### src/rtl/ltl_mon_pkg.sv
// Shared types and defaults for the LTL runtime-monitor automaton engine.
package ltl_mon_pkg;

  // How an STE becomes enabled independent of its predecessors.
  typedef enum logic [1:0] {
    START_NONE = 2'd0,
    START_SOD  = 2'd1,
    START_ALL  = 2'd2
  } start_type_e;

  // Configuration write targets; any other encoding is rejected.
  typedef enum logic [2:0] {
    CFG_ADJ    = 3'd0,
    CFG_LO     = 3'd1,
    CFG_HI     = 3'd2,
    CFG_START  = 3'd3,
    CFG_REPORT = 3'd4
  } cfg_sel_e;

  localparam int DEF_NUM_STE = 16;
  localparam int DEF_SYM_W   = 8;
  localparam int DEF_NUM_IV  = 4;
  localparam int DEF_CNT_W   = 32;

  // Index width that never collapses to zero bits.
  function automatic int clog2_min1(input int n);
    return (n > 1) ? $clog2(n) : 1;
  endfunction

  function automatic int max_int(input int a, input int b);
    return (a > b) ? a : b;
  endfunction

endpackage

### src/rtl/ltl_ste_match.sv
// Symbol matcher for one STE: a symbol matches when it falls inside any of
// the STE's inclusive [lo, hi] intervals. An interval with lo > hi is empty.
module ltl_ste_match
  import ltl_mon_pkg::*;
#(
  parameter int SYM_W  = DEF_SYM_W,
  parameter int NUM_IV = DEF_NUM_IV
) (
  input  logic [SYM_W-1:0]             i_sym,
  input  logic [NUM_IV-1:0][SYM_W-1:0] i_lo,
  input  logic [NUM_IV-1:0][SYM_W-1:0] i_hi,
  output logic                         o_match
);

  // OR of all interval comparisons.
  always_comb begin
    o_match = 1'b0;
    for (int k = 0; k < NUM_IV; k++) begin
      if ((i_sym >= i_lo[k]) && (i_sym <= i_hi[k])) o_match = 1'b1;
    end
  end

endmodule

### src/rtl/ltl_automata_engine.sv
// Runtime-programmable homogeneous automaton engine. Consumes one trace
// symbol per accepted cycle and reports which reporting STEs became active.
//
// Handshake: a symbol is consumed on a rising clock edge where
// sym_valid_i & sym_ready_o, with sym_ready_o = run_i & ~clear_i. The
// report side has no backpressure: rpt_valid_o is a one-cycle pulse in the
// cycle after each acceptance.
module ltl_automata_engine
  import ltl_mon_pkg::*;
#(
  parameter int NUM_STE = DEF_NUM_STE,
  parameter int SYM_W   = DEF_SYM_W,
  parameter int NUM_IV  = DEF_NUM_IV,
  parameter int CNT_W   = DEF_CNT_W
) (
  input  logic                                 clk_i,
  input  logic                                 rst_ni,
  input  logic                                 run_i,
  input  logic                                 clear_i,
  input  logic                                 sym_valid_i,
  output logic                                 sym_ready_o,
  input  logic [SYM_W-1:0]                     sym_i,
  input  logic                                 cfg_we_i,
  input  logic [2:0]                           cfg_sel_i,
  input  logic [clog2_min1(NUM_STE)-1:0]       cfg_idx_i,
  input  logic [clog2_min1(NUM_IV)-1:0]        cfg_sub_i,
  input  logic [max_int(NUM_STE,SYM_W)-1:0]    cfg_wdata_i,
  output logic                                 cfg_err_o,
  output logic                                 rpt_valid_o,
  output logic [NUM_STE-1:0]                   rpt_o,
  output logic                                 violation_o,
  output logic [CNT_W-1:0]                     first_rpt_idx_o,
  output logic [CNT_W-1:0]                     sym_cnt_o
);

  localparam logic [CNT_W-1:0] CNT_ONE = CNT_W'(1);

  // Configuration state
  logic [NUM_STE-1:0][NUM_STE-1:0]            r_adj;    // r_adj[j][i]: edge j->i
  logic [NUM_STE-1:0][NUM_IV-1:0][SYM_W-1:0]  r_lo;
  logic [NUM_STE-1:0][NUM_IV-1:0][SYM_W-1:0]  r_hi;
  logic [NUM_STE-1:0][1:0]                    r_start;
  logic [NUM_STE-1:0]                         r_report;

  // Stream state
  logic [NUM_STE-1:0] r_act;
  logic               r_sod;
  logic [CNT_W-1:0]   r_cnt;
  logic [CNT_W-1:0]   r_first;
  logic               r_viol;
  logic [NUM_STE-1:0] r_rpt;
  logic               r_rpt_valid;
  logic               r_cfg_err;

  logic               w_accept;
  logic               w_sel_known;
  logic               w_cfg_ok;
  logic [NUM_STE-1:0] w_match;
  logic [NUM_STE-1:0] w_en;
  logic [NUM_STE-1:0] w_next;
  logic [NUM_STE-1:0] w_rpt;

  assign sym_ready_o = run_i & ~clear_i;
  assign w_accept    = sym_valid_i & sym_ready_o;
  assign w_sel_known = cfg_sel_i inside {CFG_ADJ, CFG_LO, CFG_HI, CFG_START, CFG_REPORT};
  assign w_cfg_ok    = cfg_we_i & ~run_i & w_sel_known;

  for (genvar g = 0; g < NUM_STE; g++) begin : g_ste
    ltl_ste_match #(
      .SYM_W  (SYM_W),
      .NUM_IV (NUM_IV)
    ) u_match (
      .i_sym   (sym_i),
      .i_lo    (r_lo[g]),
      .i_hi    (r_hi[g]),
      .o_match (w_match[g])
    );
  end

  // Enable of each STE: start condition or any active predecessor.
  always_comb begin
    w_en = '0;
    for (int i = 0; i < NUM_STE; i++) begin
      logic v_en;
      v_en = (r_start[i] == START_ALL) | ((r_start[i] == START_SOD) & r_sod);
      for (int j = 0; j < NUM_STE; j++) begin
        v_en = v_en | (r_act[j] & r_adj[j][i]);
      end
      w_en[i] = v_en;
    end
  end

  assign w_next = w_en & w_match;
  assign w_rpt  = w_next & r_report;

  // Configuration registers: written only while the engine is stopped.
  always_ff @(posedge clk_i or negedge rst_ni) begin
    if (!rst_ni) begin
      r_adj    <= '0;
      r_lo     <= '1;
      r_hi     <= '0;
      r_start  <= '0;
      r_report <= '0;
    end else if (w_cfg_ok) begin
      case (cfg_sel_i)
        CFG_ADJ:    r_adj[cfg_idx_i]             <= cfg_wdata_i[NUM_STE-1:0];
        CFG_LO:     r_lo[cfg_idx_i][cfg_sub_i]   <= cfg_wdata_i[SYM_W-1:0];
        CFG_HI:     r_hi[cfg_idx_i][cfg_sub_i]   <= cfg_wdata_i[SYM_W-1:0];
        CFG_START:  r_start[cfg_idx_i]           <= cfg_wdata_i[1:0];
        CFG_REPORT: r_report[cfg_idx_i]          <= cfg_wdata_i[0];
        default:    ;
      endcase
    end
  end

  // Rejected-write pulse, one cycle after the offending strobe.
  always_ff @(posedge clk_i or negedge rst_ni) begin
    if (!rst_ni) r_cfg_err <= 1'b0;
    else         r_cfg_err <= cfg_we_i & (run_i | ~w_sel_known);
  end

  // Active vector, counters and report bookkeeping; clear restarts the stream.
  always_ff @(posedge clk_i or negedge rst_ni) begin
    if (!rst_ni) begin
      r_act       <= '0;
      r_sod       <= 1'b1;
      r_cnt       <= '0;
      r_first     <= '0;
      r_viol      <= 1'b0;
      r_rpt       <= '0;
      r_rpt_valid <= 1'b0;
    end else if (clear_i) begin
      r_act       <= '0;
      r_sod       <= 1'b1;
      r_cnt       <= '0;
      r_first     <= '0;
      r_viol      <= 1'b0;
      r_rpt       <= '0;
      r_rpt_valid <= 1'b0;
    end else if (w_accept) begin
      r_act       <= w_next;
      r_sod       <= 1'b0;
      r_rpt       <= w_rpt;
      r_rpt_valid <= 1'b1;
      if (r_cnt != '1) r_cnt <= r_cnt + CNT_ONE;
      if ((|w_rpt) && !r_viol) begin
        r_viol  <= 1'b1;
        r_first <= r_cnt;
      end
    end else begin
      r_rpt       <= '0;
      r_rpt_valid <= 1'b0;
    end
  end

  assign cfg_err_o       = r_cfg_err;
  assign rpt_valid_o     = r_rpt_valid;
  assign rpt_o           = r_rpt;
  assign violation_o     = r_viol;
  assign first_rpt_idx_o = r_first;
  assign sym_cnt_o       = r_cnt;

endmodule

### config.mk
export PLATFORM = sky130hd
export DESIGN_NAME = ltl_automata_engine
export DESIGN_NICKNAME = d
export VERILOG_FILES = /design/src/rtl/ltl_mon_pkg.sv /design/src/rtl/ltl_ste_match.sv /design/src/rtl/ltl_automata_engine.sv
export SDC_FILE = /design/constraint.sdc
export NUM_CORES = 2
export LEC_CHECK = 0
export BUFFER_PORTS_ARGS = -buffer_cell sky130_fd_sc_hd__clkbuf_2
export CORE_UTILIZATION = 53
export DETAILED_ROUTE_END_ITERATION = 7
export PLACE_DENSITY = 0.69
export SYNTH_ARGS = -nofsm -noshare
export SYNTH_HDL_FRONTEND = slang
export SYNTH_SLANG_ARGS = --single-unit
### constraint.sdc
create_clock -name clk_i -period 4.9 [get_ports clk_i]
set_input_delay 0.98 -clock clk_i [delete_from_list [all_inputs] [get_ports clk_i]]
set_output_delay 0.98 -clock clk_i [all_outputs]
set_load 0.01 [all_outputs]
Word level (Yosys, flattened, before mapping) --
Cells that the tools add are included.
Operators by class: $add $sub $neg 1, order comparisons 132, equality and inequality tests 37, multiplexer cells 96, bitwise logic cells 555, reductions and logical operators 81
Operators with widths (count):
- $bwmux 512 | 2
- $ge 8x8->1 | 64
- $le 8x8->1 | 64
- $and 1x1->1 | 277
- $or 1x1->1 | 273
- $bwmux 256 | 1
- $mux 32 | 7
- $demux 32 s4 | 1
- $mux 16 | 5
- $mux 1 | 72
- $logic_and 1x1->1 | 67
- $demux 16 s4 | 1
- $add 32x1->32 const B | 1
- $and 16x16->16 | 2
- $bwmux 32 | 1
- $eq 2x1->1 const B | 16
- $eq 2x2->1 const B | 16
- $ne 32x32->1 const B | 1
- $bwmux 16 | 1
- $demux 8 s2 | 1
- $reduce_or 16->1 | 1
- $reduce_and 2->1 | 7
- $demux 2 s4 | 1
- $mux 8 | 1
- 14 further kinds | 19
Storage, ports and cells: register bits after elaboration 1428, input port bits 39, output and inout bits 84, word-level logic and storage cells 1071

Depth between registers and ports, before layout --
depth in word-level cells 26, depth in mapped cells 13, depth with buffers taken out 12

By module --
Synthesis repeated with hierarchy kept, for this count alone.
Second synthesis, totals: cell total of the unflattened synthesis 7120, area, all modules 81008.9 µm²
By module, submodules not included:
- ltl_automata_engine | instances 1, cells each 3760, area an instance 56605.5 µm², seq. area each 36376.1 µm²
- ltl_ste_match | instances 16, cells each 210, area an instance 1525.2 µm², seq. area each 0.0 µm²

Least setup slack after synthesis --
OpenSTA, ideal clock, no wires.
path kind in2reg, start input sym_i[0], end register r_first[26], in the netlist first_rpt_idx_o[26], setup time 0.128 ns, arrival 6.286 ns, required time 4.772 ns, slack -1.514 ns, cell stages on the path 13, path buffers 1, cells stage by stage inv_1 ha_1 nand2b_1 a21o_1 a21oi_1 o21ai_1 a2111oi_0 o211ai_1 a32o_1 a2111o_1 o311ai_4 buf_6 mux2_1
On the way: word-level cells in the longest chain between the ends 12, elaborated cells on any way between the ends 262, classes of those cells 128 x order compare; 64 x mux; 2 x bitwise; 68 x reduce/logical
RTL lines:
- start, declared | line ltl_automata_engine.sv:22 | input logic [SYM_W-1:0] sym_i,
- $ge 8x8->1 / $le 8x8->1 (equally long branches) | line ltl_ste_match.sv:19 | if ((i_sym >= i_lo[k]) && (i_sym <= i_hi[k])) o_match = 1'b1;
- $logic_and 1x1->1 | line ltl_ste_match.sv:19
- $mux 1 (4 in series) | line ltl_ste_match.sv:19
- $and 16x16->16 * | line ltl_automata_engine.sv:93 | assign w_next = w_en & w_match;
- $and 16x16->16 * | line ltl_automata_engine.sv:94 | assign w_rpt = w_next & r_report;
- $reduce_or 16->1 * | line ltl_automata_engine.sv:146 | if ((|w_rpt) && !r_viol) begin
- $logic_and 1x1->1 * | line ltl_automata_engine.sv:146
- $reduce_bool 2->1 (no line) *
- $reduce_and 2->1 (no line) *
- end signal, assigned | line ltl_automata_engine.sv:148 | r_first <= r_cnt;
- end, declared | line ltl_automata_engine.sv:49 | logic [CNT_W-1:0] r_first;
Every way passes the cells marked *; elsewhere a longest branch is shown, timed or not. A chain may end at the register's enable or synchronous reset.

Final worst setup path --
start input sym_i[0], end register r_first[21], in the netlist first_rpt_idx_o[21]
Same word-level chain as after synthesis.

==> run_summary.xml <==
<?xml version="1.0" encoding="UTF-8"?>
<metrics>
  <group name="status">
    <metric name="run_status" unit="">finished, final reports clean</metric>
  </group>
  <group name="worst_setup_path">
    <metric name="arrival" unit="ns">4.98</metric>
    <metric name="cell_breakdown_of_the_critical_path" unit="">clkbuf_2, clkinvlp_4, buf_12, ha_1, nand2b_1, a21o_1, a21oi_1, o21ai_1, a2111oi_0, buf_4, o211ai_1, a32o_1, a2111o_1, o311ai_4, buf_4, mux2_1</metric>
    <metric name="endpoint_kind" unit="">flop</metric>
    <metric name="cp_slowest_stage_delay" unit="ns">0.53</metric>
    <metric name="worst_ep_required_time" unit="ns">5.56</metric>
    <metric name="cpMaxStageDelayCell" unit="">sky130_fd_sc_hd__a2111oi_0</metric>
    <metric name="path_delay_family" unit="">compound AO/OA/AOI/OAI gates</metric>
    <metric name="worstPathBufferInverterCount" unit="">5</metric>
    <metric name="critPathMaxFanout" unit="">10</metric>
    <metric name="worstSetupPathType" unit="">in -&gt; reg</metric>
    <metric name="critPathMostFrequentCell" unit="">sky130_fd_sc_hd__buf_4</metric>
    <metric name="setup.worst_path.start_class" unit="">input port</metric>
  </group>
  <group name="final_layout">
    <metric name="final_layout_size_suffix_gt1_share" unit="%">19.9</metric>
    <metric name="most-common-layout-cells" unit="">1129 x sky130_fd_sc_hd__nand2_1, 1110 x sky130_fd_sc_hd__o21ai_0, 1025 x sky130_fd_sc_hd__ha_1, 938 x sky130_fd_sc_hd__inv_1, 915 x sky130_fd_sc_hd__dfrtp_1</metric>
    <metric name="final_core_utilization" unit="%">60.8</metric>
    <metric name="area_growth" unit="%">13.4</metric>
    <metric name="final-seq-area" unit="um2">36400</metric>
    <metric name="multi_input_area" unit="um2">38400</metric>
    <metric name="most_common_cell_after_layout_fill_and_taps_aside" unit="">sky130_fd_sc_hd__nand2_1</metric>
    <metric name="fin_nets" unit="">9453</metric>
    <metric name="fillers" unit="">12161</metric>
    <metric name="stdcell_count" unit="">10530</metric>
  </group>
  <group name="job">
    <metric name="cap_violations" unit="">0</metric>
  </group>
  <group name="grt">
    <metric name="global_route_total_usage_across_every_layer" unit="%">29.6</metric>
    <metric name="via_count_of_the_first_global_routing_pass" unit="">61663</metric>
    <metric name="aggregate_global_routing_overflow" unit="">0</metric>
    <metric name="grt_antenna_before_repair" unit="">5</metric>
    <metric name="grt_start_max_net_pins" unit="">135</metric>
    <metric name="grt_pass1_wl" unit="um">351000</metric>
  </group>
  <group name="placed_design">
    <metric name="placed_cells" unit="">10230</metric>
    <metric name="gp_congestion" unit="">0.875</metric>
    <metric name="dpl.hpwl" unit="um">143000</metric>
    <metric name="post-place-ws" unit="ns">-0.199</metric>
    <metric name="io_buffers" unit="">122</metric>
  </group>
  <group name="power">
    <metric name="worst_ir_drop_vdd" unit="V">0.000357</metric>
    <metric name="power_density" unit="nW/um2">300</metric>
    <metric name="power.total" unit="mW">27.1</metric>
    <metric name="leakagePower" unit="nW">46.8</metric>
  </group>
  <group name="drt">
    <metric name="drt-wirelength-per-cell" unit="um">21.1</metric>
    <metric name="dr_total_vias" unit="">61125</metric>
    <metric name="drc" unit="">0</metric>
    <metric name="router_iterations_before_antenna_repair" unit="">7</metric>
    <metric name="via_per_inst" unit="">5.80</metric>
    <metric name="route.antenna.remaining_nets" unit="">0</metric>
    <metric name="drtIter0Drc" unit="">4612</metric>
    <metric name="routed_wirelength" unit="um">223000</metric>
  </group>
  <group name="timing">
    <metric name="setup_viol" unit="">0</metric>
    <metric name="max_freq" unit="MHz">232</metric>
    <metric name="pnr_worst_setup_slack" unit="ns">0.582</metric>
    <metric name="final.period_utilization" unit="%">88.1</metric>
    <metric name="relSlewSlack" unit="%">16.3</metric>
    <metric name="worst-slew-pin-transition" unit="ns">1.25</metric>
    <metric name="final-hold-violation-count" unit="">0</metric>
    <metric name="clock-skew-final" unit="ns">0.0240</metric>
    <metric name="final_report_max_slew_violation_count" unit="">0</metric>
    <metric name="finalWorstPathRequiredPeriod" unit="ns">4.32</metric>
    <metric name="setup_repair_after_global_routing_missed_its_margin" unit="">no</metric>
  </group>
  <group name="synthesis">
    <metric name="synthesis.yosys.warnings" unit="">0</metric>
    <metric name="syn_area" unit="um2">79600</metric>
    <metric name="yosys.area.top_type_share" unit="%">28.8</metric>
    <metric name="synth_top_flop_cell" unit="">sky130_fd_sc_hd__dfrtp_1</metric>
    <metric name="synthArstFlopShare" unit="%">100</metric>
    <metric name="synth_enable_flop_cells" unit="">0</metric>
    <metric name="post_synth_inst_count" unit="">8115</metric>
    <metric name="seq_area_frac_synth" unit="%">45.7</metric>
    <metric name="synth_area_leader" unit="">sky130_fd_sc_hd__dfrtp_1</metric>
    <metric name="syn-num-nets" unit="">9179</metric>
    <metric name="synth.avg_cell_area" unit="um2">9.80</metric>
    <metric name="synthDistinctLibCells" unit="">72</metric>
    <metric name="netlist_top_cells_area" unit="">sky130_fd_sc_hd__dfrtp_1 29%, sky130_fd_sc_hd__dfstp_2 17%, sky130_fd_sc_hd__ha_1 16%, sky130_fd_sc_hd__o21ai_0 7.0%, sky130_fd_sc_hd__mux2_2 6.1%</metric>
    <metric name="total_of_flip_flops_plus_latches_after_synthesis" unit="">1428</metric>
  </group>
  <group name="worst_hold_path">
    <metric name="hold_path.class" unit="">in -&gt; async</metric>
  </group>
  <group name="clock_tree">
    <metric name="cts_setup_buffers" unit="">0</metric>
    <metric name="clk_pin_slew_worst_paths" unit="ns">0.06</metric>
    <metric name="clk_lat_worst_skew" unit="ns">0.80</metric>
    <metric name="cts.sinks" unit="">1428</metric>
    <metric name="cts_tree" unit="">done</metric>
    <metric name="ctsHtreeMaxLevel" unit="">4</metric>
    <metric name="tritoncts.num_buffers" unit="">159</metric>
    <metric name="postCtsResizedCells" unit="">0</metric>
    <metric name="clk_root_buffer_cell" unit="">sky130_fd_sc_hd__clkbuf_16</metric>
    <metric name="ctsLongestPathBuffers" unit="">3</metric>
    <metric name="ctsHoldBuffers" unit="">0</metric>
  </group>
  <group name="floorplanning">
    <metric name="fp.dieArea" unit="um2">152000</metric>
    <metric name="die_h" unit="um">389</metric>
    <metric name="floorplan.die.width" unit="um">389</metric>
    <metric name="core_area" unit="um2">148000</metric>
    <metric name="starting_utilization_of_the_core_area" unit="%">53.6</metric>
    <metric name="design.portCount" unit="">123</metric>
    <metric name="core.rowCount" unit="">141</metric>
  </group>
</metrics>
## worst register-to-register path: stages (launching register included)
cell and delay [ns]:
sky130_fd_sc_hd__dfstp_2 0.51, sky130_fd_sc_hd__inv_1 0.04, sky130_fd_sc_hd__ha_1 0.29, sky130_fd_sc_hd__a211o_1 0.29
sky130_fd_sc_hd__a31oi_1 0.15, sky130_fd_sc_hd__o21ai_1 0.09, sky130_fd_sc_hd__and4b_1 0.22, sky130_fd_sc_hd__a31oi_1 0.29
sky130_fd_sc_hd__a31oi_1 0.25, sky130_fd_sc_hd__a211o_1 0.41, sky130_fd_sc_hd__a2111o_1 0.51, sky130_fd_sc_hd__o311ai_4 0.34
sky130_fd_sc_hd__buf_4 0.28, sky130_fd_sc_hd__mux2_1 0.35
## metrics by stage
stage	instance area, um2	hold WS [ns]	setup TNS (ns)
after detailed placement	84800	0.491	-4.82
after CTS	90200	0.254	0
after global placement	84800	0.486	-4.81
final	90200	0.246	0
after floorplan	79600	0.462	-23.68
after global routing	90200	0.285	0
## per-layer routing
metal	track usage, %	vias up	share of wire (%)
li1	-	28552	-
met1	40.0	30231	43
met2	47.8	1858	46
met3	4.74	482	6.6
met4	11.1	2	3.8
met5	0	-	0.0054
## registers in the layout, indices dropped and copies added (netlist names)
register and flops:
r_adj 256, sym_cnt_o 32, r_hi 512, rpt_valid_o 1, violation_o 1, rpt_o 16, cfg_err_o 1, r_sod 1
r_report 16, r_act 16, first_rpt_idx_o 32, r_lo 512, r_start 32
## synth_stat cells (15+ instances only)
cell                        instances
sky130_fd_sc_hd__nand2_1         1129
sky130_fd_sc_hd__o21ai_0         1111
sky130_fd_sc_hd__ha_1            1025
sky130_fd_sc_hd__inv_1            939
sky130_fd_sc_hd__dfrtp_1          915
sky130_fd_sc_hd__dfstp_2          513
sky130_fd_sc_hd__mux2_2           433
sky130_fd_sc_hd__clkbuf_1         345
sky130_fd_sc_hd__a21oi_1          308
sky130_fd_sc_hd__nor2_1           223
sky130_fd_sc_hd__nand4_1          149
sky130_fd_sc_hd__nor2b_1          108
sky130_fd_sc_hd__nand2b_1          95
sky130_fd_sc_hd__o211ai_1          88
sky130_fd_sc_hd__a22oi_1           83
sky130_fd_sc_hd__nand3_1           70
sky130_fd_sc_hd__a21o_1            53
sky130_fd_sc_hd__a211oi_1          50
sky130_fd_sc_hd__a211o_1           46
sky130_fd_sc_hd__o21a_1            43
sky130_fd_sc_hd__and4_1            37
sky130_fd_sc_hd__nor3_1            29
sky130_fd_sc_hd__a31oi_1           28
sky130_fd_sc_hd__o2111ai_1         27
sky130_fd_sc_hd__mux2_1            25
sky130_fd_sc_hd__and3_1            22
sky130_fd_sc_hd__o22ai_1           21
sky130_fd_sc_hd__a2111oi_0         16
sky130_fd_sc_hd__a222oi_1          16
sky130_fd_sc_hd__xor2_1            16
sky130_fd_sc_hd__a221oi_1          15
## cell families (layout without fill, tap and decap cells)
kind of cell,Yosys count,in the layout,synth area share (%)
AO/OA/AOI/OAI,1967,1967,14.4
AND/OR/NAND/NOR,1920,1920,10.9
flip-flops,1428,1428,45.7
buffers and inverters,1289,1700,6.11
adder cells (fa/ha/maj),1025,1025,16.1
multiplexers,464,464,6.56
XOR/XNOR,22,22,0.242
other,0,2,0
## layout make-up
class	count	area share, %
repair buffers	463	4.43
well taps	2002	2.78
diodes	2	0.00555
clock buffers	251	5.43
flip-flops and latches	1428	40.3
multi-input cells	5398	42.6
clock inverters	47	0.548
inverters	939	3.91
## report_power, final
part | internal [mW] | total (mW) | leakage [nW] | switching, mW
Sequential | 12.2 | 12.4 | 15.8 | 0.134
Clock | 7.20 | 12.3 | 2.66 | 5.07
Combinational | 0.838 | 2.45 | 28.3 | 1.62
## final timing paths
check	start	end	slack (ns)	depth (start not counted)
min reg2reg	r_lo[285]$_DFFE_PN1P_	r_lo[285]$_DFFE_PN1P_	0.50	2
max reg2reg	r_lo[314]$_DFFE_PN1P_	first_rpt_idx_o[21]$_DFFE_PN0P_	0.75	13
min	rst_ni	first_rpt_idx_o[13]$_DFFE_PN0P_	0.25	1
min in group clk_i	cfg_we_i	cfg_err_o$_DFF_PN0_	0.44	2
max	sym_i[0]	first_rpt_idx_o[21]$_DFFE_PN0P_	0.58	16
max in group asynchronous	rst_ni	r_hi[259]$_DFFE_PN0P_	3.36	2
No activity file was read; power rests on OpenSTA's default activity.
